### config.mk
export PLATFORM = sky130hd
export DESIGN_NAME = rpn_from_network_bridge_ingress_filter
export DESIGN_NICKNAME = d
export VERILOG_FILES = /design/src/rtl/rpn_from_network_bridge_ingress_filter.sv
export SDC_FILE = /design/constraint.sdc
export NUM_CORES = 1
export LEC_CHECK = 0
export BUFFER_PORTS_ARGS = -buffer_cell sky130_fd_sc_hd__buf_2
export CAP_MARGIN = 25
export CORE_MARGIN = 10
export CORE_UTILIZATION = 45
export DETAILED_ROUTE_END_ITERATION = 10
export GPL_ROUTABILITY_DRIVEN = 0
export PLACE_DENSITY_LB_ADDON = 0.3
export SLEW_MARGIN = 10
export SYNTH_ARGS = -nofsm -noshare
export SYNTH_HDL_FRONTEND = slang
export SYNTH_SLANG_ARGS = --single-unit
### constraint.sdc
create_clock -name i_clk -period 2.61 [get_ports i_clk]
set_clock_uncertainty 0.2 [all_clocks]
set_input_delay 0.261 -clock i_clk [delete_from_list [all_inputs] [get_ports i_clk]]
set_output_delay 0.261 -clock i_clk [all_outputs]
set_load 0.01 [all_outputs]
### src/rtl/rpn_from_network_bridge_ingress_filter.sv
// Registered AXIS ingress filter: 2-entry skid buffer, RPN msg-type check.
// Optional packet length limit under `RPN_INGRESS_MAX_LEN_CHECK_EN.
module rpn_from_network_bridge_ingress_filter #(
  parameter int AXIS_DATA_WIDTH          = 64,
  parameter int AXIS_KEEP_WIDTH          = 8,
  parameter int AXIS_FROM_NB_TDEST_WIDTH = 16,
  parameter int AXIS_FROM_NB_TUSER_WIDTH = 16,
  parameter int RPN_MSG_TYPE_WIDTH       = 8,
  parameter int RPN_MSG_TYPE_MAX         = 8,
  parameter int DROP_CNT_WIDTH           = 16,
  parameter int MAX_PKT_BEATS            = 16
) (
  input  logic                                i_clk,
  input  logic                                i_ap_rst,
  input  logic                                from_network_bridge_tvalid,
  output logic                                from_network_bridge_tready,
  input  logic [AXIS_DATA_WIDTH-1:0]          from_network_bridge_tdata,
  input  logic [AXIS_KEEP_WIDTH-1:0]          from_network_bridge_tkeep,
  input  logic [AXIS_FROM_NB_TDEST_WIDTH-1:0] from_network_bridge_tid,
  input  logic [AXIS_FROM_NB_TDEST_WIDTH-1:0] from_network_bridge_tdest,
  input  logic [AXIS_FROM_NB_TUSER_WIDTH-1:0] from_network_bridge_tuser,
  input  logic                                from_network_bridge_tlast,
  output logic                                to_splitter_tvalid,
  input  logic                                to_splitter_tready,
  output logic [AXIS_DATA_WIDTH-1:0]          to_splitter_tdata,
  output logic [AXIS_KEEP_WIDTH-1:0]          to_splitter_tkeep,
  output logic [AXIS_FROM_NB_TDEST_WIDTH-1:0] to_splitter_tid,
  output logic [AXIS_FROM_NB_TDEST_WIDTH-1:0] to_splitter_tdest,
  output logic [AXIS_FROM_NB_TUSER_WIDTH-1:0] to_splitter_tuser,
  output logic                                to_splitter_tlast,
  output logic [DROP_CNT_WIDTH-1:0]           o_drop_cnt,
  output logic                                o_drop_pulse,
  output logic [DROP_CNT_WIDTH-1:0]           o_trunc_cnt
);

  localparam int BEAT_W = AXIS_DATA_WIDTH + AXIS_KEEP_WIDTH
                        + 2 * AXIS_FROM_NB_TDEST_WIDTH
                        + AXIS_FROM_NB_TUSER_WIDTH + 1;

  localparam logic [RPN_MSG_TYPE_WIDTH-1:0] TYPE_MAX =
    RPN_MSG_TYPE_WIDTH'(RPN_MSG_TYPE_MAX);

  if (MAX_PKT_BEATS < 1 ||
      AXIS_KEEP_WIDTH * 8 != AXIS_DATA_WIDTH) begin : g_param_chk
    $error("ingress filter: inconsistent parameters");
  end

  typedef enum logic [1:0] {
    HEAD = 2'd0,
    BODY = 2'd1,
    DROP = 2'd2
  } state_t;

  state_t            state_q;
  state_t            state_d;
  logic [BEAT_W-1:0] in_beat;
  logic [BEAT_W-1:0] push_beat;
  logic [BEAT_W-1:0] out_q;
  logic [BEAT_W-1:0] out_d;
  logic [BEAT_W-1:0] skid_q;
  logic [BEAT_W-1:0] skid_d;
  logic              out_vld_q;
  logic              out_vld_d;
  logic              skid_vld_q;
  logic              skid_vld_d;
  logic              ready_q;
  logic              ready_d;
  logic [1:0]        occ_d;
  logic              in_fire;
  logic              out_fire;
  logic              head_legal;
  logic              push;
  logic              drop_start;
  logic              at_limit;
  logic              force_last;

  assign in_beat = {from_network_bridge_tdata,
                    from_network_bridge_tkeep,
                    from_network_bridge_tid,
                    from_network_bridge_tdest,
                    from_network_bridge_tuser,
                    from_network_bridge_tlast};

  assign in_fire  = from_network_bridge_tvalid & ready_q;
  assign out_fire = out_vld_q & to_splitter_tready;

  assign head_legal =
    (from_network_bridge_tdata[RPN_MSG_TYPE_WIDTH-1:0] <= TYPE_MAX) &&
    from_network_bridge_tkeep[0];

  assign force_last = push & at_limit;
  assign push_beat  = {in_beat[BEAT_W-1:1], in_beat[0] | force_last};

  // Packet framing FSM: decide push/discard for each accepted beat
  always_comb begin
    state_d    = state_q;
    push       = 1'b0;
    drop_start = 1'b0;
    if (in_fire) begin
      unique case (state_q)
        HEAD: begin
          if (head_legal) begin
            push = 1'b1;
            if (!from_network_bridge_tlast) state_d = BODY;
          end else begin
            drop_start = 1'b1;
            if (!from_network_bridge_tlast) state_d = DROP;
          end
        end
        BODY: begin
          push = 1'b1;
          if (from_network_bridge_tlast) state_d = HEAD;
        end
        DROP: begin
          if (from_network_bridge_tlast) state_d = HEAD;
        end
        default: state_d = HEAD;
      endcase
      if (push && at_limit && !from_network_bridge_tlast) state_d = DROP;
    end
  end

  // Skid buffer next state; input ready is precomputed for next cycle
  always_comb begin
    out_d      = out_q;
    out_vld_d  = out_vld_q;
    skid_d     = skid_q;
    skid_vld_d = skid_vld_q;
    if (out_fire || !out_vld_q) begin
      if (skid_vld_q) begin
        out_d      = skid_q;
        out_vld_d  = 1'b1;
        skid_vld_d = push;
        if (push) skid_d = push_beat;
      end else begin
        out_vld_d = push;
        if (push) out_d = push_beat;
      end
    end else if (push) begin
      skid_d     = push_beat;
      skid_vld_d = 1'b1;
    end
    occ_d   = {1'b0, out_vld_d} + {1'b0, skid_vld_d};
    ready_d = (occ_d != 2'd2) || (state_d == DROP);
  end

  // State, buffer, ready and drop statistics registers
  always_ff @(posedge i_clk) begin
    if (i_ap_rst) begin
      state_q      <= HEAD;
      out_q        <= '0;
      skid_q       <= '0;
      out_vld_q    <= 1'b0;
      skid_vld_q   <= 1'b0;
      ready_q      <= 1'b0;
      o_drop_cnt   <= '0;
      o_drop_pulse <= 1'b0;
    end else begin
      state_q      <= state_d;
      out_q        <= out_d;
      skid_q       <= skid_d;
      out_vld_q    <= out_vld_d;
      skid_vld_q   <= skid_vld_d;
      ready_q      <= ready_d;
      o_drop_pulse <= drop_start;
      if (drop_start && (o_drop_cnt != '1))
        o_drop_cnt <= o_drop_cnt + DROP_CNT_WIDTH'(1);
    end
  end

`ifdef RPN_INGRESS_MAX_LEN_CHECK_EN
  localparam int BCNT_W = $clog2(MAX_PKT_BEATS + 1);

  logic [BCNT_W-1:0] bcnt_q;
  logic [BCNT_W-1:0] beat_num;
  logic              trunc_hit;

  assign beat_num  = (state_q == HEAD) ? BCNT_W'(1)
                                       : bcnt_q + BCNT_W'(1);
  assign at_limit  = (beat_num == BCNT_W'(MAX_PKT_BEATS));
  assign trunc_hit = push & at_limit & ~from_network_bridge_tlast;

  // Beat position within the forwarded packet and truncation count
  always_ff @(posedge i_clk) begin
    if (i_ap_rst) begin
      bcnt_q      <= '0;
      o_trunc_cnt <= '0;
    end else begin
      if (push) bcnt_q <= beat_num;
      if (trunc_hit && (o_trunc_cnt != '1))
        o_trunc_cnt <= o_trunc_cnt + DROP_CNT_WIDTH'(1);
    end
  end
`else
  assign at_limit    = 1'b0;
  assign o_trunc_cnt = '0;
`endif

  assign from_network_bridge_tready = ready_q;
  assign to_splitter_tvalid         = out_vld_q;
  assign {to_splitter_tdata,
          to_splitter_tkeep,
          to_splitter_tid,
          to_splitter_tdest,
          to_splitter_tuser,
          to_splitter_tlast} = out_q;

endmodule

[After elaboration in Yosys (flattened, before gate mapping)]
Index checks and enable logic that the tools add are counted.
Cells by class
  shift operators: 0
  eq/ne operators: 6
  magnitude comparators: 1
  bitwise logic cells: 2
  multiply operators: 0
  multiplexer cells: 22
  div/mod/pow operators: 0
  add/sub/neg operators: 2
  reductions and logical operators: 9
Operator list (number)
  two-way mux 121 bit: 5
  adder 16 x 1 -> 16 bit (second input constant): 1
  inequality test 16 bit (second input constant): 1
  two-way mux 1 bit: 10
  two-way mux 2 bit: 5
  <= comparator 8 x 4 -> 1 bit (second input constant): 1
  equality test 2 bit (second input constant): 2
  inequality test 2 bit (second input constant): 2
  case mux 2 bit (2 select lines): 1
  adder 1 x 1 -> 2 bit: 1
  AND 1 bit: 2
  equality test 2 x 1 -> 1 bit (second input constant): 1
  logical AND 1 bit: 2
  zero test 2 bit: 1
  logical OR 1 bit: 2
  case mux 1 bit (2 select lines): 1
  AND reduction 2 bit: 1
  nonzero test 2 bit: 1
  OR reduction 2 bit: 1
  zero test 1 bit: 1
Storage, ports and cells
  bits in read-only memories: 0
  output and inout port bits: 156
  latch bits: 0
  bits of input ports: 125
  bits in writable memories: 0
  bits in registers: 264
  memories kept: 0
  word-level logic and storage cells: 50

[Logic depth before layout (Yosys ltp)]
  depth after elaboration: 10
  gate-level depth with buffers: 9
  depth with buffers taken out: 7

[Worst setup path after synthesis]
No wires, ideal clock.
  kind: input to register
  from: input from_network_bridge_tdata[0]
  to: register skid_q[30]
  path buffers: 3
  path slack: 0.656 ns
  data arrival time: 1.622 ns
  cell stages on the path: 8
  setup time: 0.132 ns
  required time: 2.278 ns
  cells stage by stage: o31ai_4 a41oi_1 or3_1 clkbuf_1 buf_6 buf_4 nand2_1 a21oi_1
Between the ends
  cells in the longest elaborated chain, start to end: 8
RTL lines
  from (decl): RTL line 17  | input logic [AXIS_DATA_WIDTH-1:0] from_network_bridge_tdata,
  <= comparator 8 x 4 -> 1 bit *: RTL line 88  | (from_network_bridge_tdata[RPN_MSG_TYPE_WIDTH-1:0] <= TYPE_MAX) &&
  logical AND 1 bit *: RTL line 88
  two-way mux 1 bit *: RTL line 102  | if (head_legal) begin
  case mux 1 bit (2 select lines) *: RTL line 100  | unique case (state_q)
  two-way mux 1 bit *: RTL line 99  | if (in_fire) begin
  two-way mux 121 bit *
  two-way mux 121 bit
  two-way mux 121 bit *
  to (signal assigned): RTL line 161  | skid_q <= skid_d;
  to (decl): RTL line 60  | logic [BEAT_W-1:0] skid_q;
Mark *: on every way between the ends. The rest lies on a longest branch, timed or not. The select of a mux whose other input is x is not followed.
A chain may end at the register's enable or synchronous reset.

[Worst setup path in the final report]
  from: input from_network_bridge_tdata[4]
  to: register skid_q[94]
Same word-level chain as after synthesis.

==> results.py <==
metrics = {
    "outcome": {
        "status": "finished clean",
    },
    "timing": {
        "maxSlewViolCount": 0,
        "post-route-min-period_ns": 2.42,
        "tns_ns": 0,
        "max_freq_mhz": 414,
        "rsz0062_at_grt": "no",
        "post-route-period-util": 0.925,
        "finalHoldViolCount": 0,
        "worst_pin_slew_ns": 0.781,
        "timing.final.ws_setup_ns": 0.195,
        "slew_headroom": 0.479,
        "finalSetupViolCount": 0,
    },
    "drt": {
        "drc": 0,
        "met1_length_um": 13000,
        "met3_length_um": 1760,
        "wire_per_inst_um": 16.2,
        "drtIter0Drc": 622,
        "viasPerCell": 5.07,
        "dr.pass1.iters": 5,
        "wl_met2_um": 14800,
        "drt-total-wl_um": 30600,
        "top_layer_used": "met5",
        "vias": 9589,
        "ant_nets": 0,
    },
    "finish": {
        "fin_nets": 1680,
        "nFillCells": 2012,
        "seqCellArea_um2": 5290,
        "finish.utilization": 0.608,
        "drive_above_1_share": 0.207,
        "multi_input_area_um2": 4870,
        "syn_to_final_growth_pct": 33.0,
    },
    "clocking": {
        "ctsResizeCount": 0,
        "clk_pin_slew_ns": 0.06,
        "cts.htree.levels": 1,
        "root_buffer": "clkbuf_16",
        "cts_buffers": 28,
        "cts.path.max_buffers": 3,
        "cts_tree": "built",
        "clock_latency_ns": 0.54,
        "cts_sinks": 264,
        "postCtsSetupBuffers": 0,
    },
    "critical_path": {
        "cp-start-kind": "input pin",
        "r2r_slack_ns": 0.22,
        "critPathArrivalTime_ns": 2.67,
        "rr_worst_depth": 7,
        "critPathKind": "in2reg",
        "worstPathRequired_ns": 2.87,
        "critPathMaxFanout": 70,
        "crit_path_end_kind": "register",
    },
    "power": {
        "power_density_nw_per_um2": 589,
        "ir_drop_v": 0.000345,
        "leakage_nw": 5.27,
    },
    "floorplan": {
        "start_util": 0.457,
        "die_w_um": 174,
        "ioPinCount": 281,
        "fp.dieArea_um2": 30300,
        "fp-row-count": 56,
        "core_um2": 23400,
        "die_y_um": 174,
    },
    "synthesis": {
        "yosys_warnings": 0,
        "yosysTopAreaCell": "dfxtp_1",
        "avgSynthCellArea_um2": 8.76,
        "synth_area_leaders": "dfxtp_1 49%, mux2i_1 12%, nand2_1 8.7%, a211oi_1 8.5%, a21oi_1 5.7%",
        "netlist_instances": 1221,
        "synth.distinct_cells": 38,
        "synth_top_cell_area_share": 0.494,
        "ys_seq_area_frac": 0.494,
        "ys_ff_latch": 264,
        "syn_area_um2": 10700,
    },
    "grt": {
        "antenna_found_initial": 5,
        "grt_pass1_vias": 9274,
        "grt_start_max_net_pins": 122,
        "grt-ovfl-total": 0,
        "grt.total_usage": 0.189,
        "grt_pass1_wl_um": 48800,
    },
    "worst_hold_path": {
        "holdCritPathClass": "in2reg",
        "min_path_cells": 2,
    },
    "placement": {
        "post-place-ws_ns": 0.270,
        "io_buffer_count": 264,
        "post-dp-hpwl_um": 19000,
    },
    "flow_run": {
        "cap_violations": 0,
    },
}
-- final timing paths --
| kind | start | end |
|---|---|---|
| worst max-delay path | from_network_bridge_tdata[4] | skid_q[94]$_SDFFE_PP0P_ |
| worst min-delay path | i_ap_rst | state_q[1]$_SDFF_PP0_ |
| worst max register to register | state_q[0]$_SDFF_PP0_ | skid_q[34]$_SDFFE_PP0P_ |
| worst min register to register | skid_q[51]$_SDFFE_PP0P_ | skid_q[51]$_SDFFE_PP0P_ |
-- worst max-delay path, cell delays in order --
cell	delay (ns)
dlygate4sd3_1	0.56
buf_2	0.15
nor3b_2	0.33
a41oi_1	0.26
nor3_2	0.42
buf_12	0.35
nand2_1	0.10
a21oi_1	0.16
-- flip-flops by register name (all words and copies together), names as in the netlist --
| register | count |
|---|---|
| o_drop_pulse | 1 |
| state_q | 2 |
| skid_q | 121 |
| o_drop_cnt | 16 |
| from_network_bridge_tready | 1 |
| to_splitter_tvalid | 1 |
| out_q | 121 |
| skid_vld_q | 1 |
-- logic make-up (layout without fill, tap and decap cells) --
group,after synthesis,count (layout),synth area share
and+or+nand+nor,439,439,0.165
DFF,264,264,0.494
AOI/OAI and AO/OA,258,258,0.153
muxes,123,123,0.115
buffers and inverters,119,452,0.0568
xor gates and xnor gates,13,13,0.0107
adders and majority gates,4,4,0.00468
other,1,20,0.000351
-- per-layer routing --
layer / track usage / vias to the layer above
met2: 0.317 / 276
met1: 0.230 / 4410
met4: 0.0770 / 2
met3: 0.0429 / 70
li1: - / 4831
met5: 0 / -
-- through the flow --
stage / cells / area [um^2] / hold WS [ns] / total power, mW
3_5_place_dp: 1719 / 12100 / 0.246 / 4.59
2_1_floorplan: 1236 / 10700 / 0.197 / 4.39
6_report: 1892 / 14200 / 0.0266 / 8.37
4_1_cts: 1888 / 14200 / 0.00823 / 8.46
3_3_place_gp: 1719 / 12100 / 0.241 / 4.58
5_1_grt: 1892 / 14200 / 0.0341 / 8.69
-- timing repair --
action,in CTS,in global routing
endpoints found under the setup margin,0,0
hold endpoints to repair,243,0
hold buffers,121,0
-- cell usage after synthesis (all sizes together) --
library cell / instances
dfxtp: 264
nand2: 249
nor2: 146
a21oi: 123
mux2i: 123
a211oi: 121
clkbuf: 60
buf: 55
xnor2: 11
nand3: 9
nand4: 7
o21ai: 6
nor4: 5
and3: 4
ha: 4
inv: 4
nor2b: 4
nor3: 4
and4: 3
and2: 2
nand2b: 2
nor3b: 2
xor2: 2
a221o: 1
a22oi: 1
a31o: 1
a31oi: 1
a32oi: 1
a41oi: 1
and4b: 1
conb: 1
o21ba: 1
o31ai: 1
or3: 1
-- area by class of cell --
class / instances / share of cell area
multi-input combinational: 853 / 0.343
timing repair buffer: 400 / 0.195
clock buffer: 44 / 0.0577
inverter: 4 / 0.00106
antenna: 4 / 0.000704
sequential: 264 / 0.372
clock inverter: 4 / 0.00238
tap: 319 / 0.0281
-- power by group --
| group | total [mW] | switching (mW) | internal (mW) |
|---|---|---|---|
| registers | 4.08 | 0.0201 | 4.06 |
| clock network | 3.72 | 1.58 | 2.14 |
| logic | 0.570 | 0.281 | 0.288 |
-- placed cells by master, fill, tap and decap left out, types with 3 or more instances in the layout --
master / instances
dfxtp_1: 263
buf_2: 263
nand2_1: 249
nor2_1: 146
mux2i_1: 123
a21oi_1: 122
a211oi_1: 121
dlygate4sd3_1: 121
clkbuf_16: 28
conb_1: 16
xnor2_1: 11
clkbuf_1: 10
buf_12: 10
nand3_1: 9
nand4_1: 7
clkbuf_8: 7
o21ai_0: 6
nor4_1: 5
buf_4: 5
diode_2: 4
inv_1: 4
and3_1: 4
nor2b_1: 4
ha_1: 4
and4_1: 3
nor3_1: 3
Note: power is estimated with default switching activity, not from simulation.
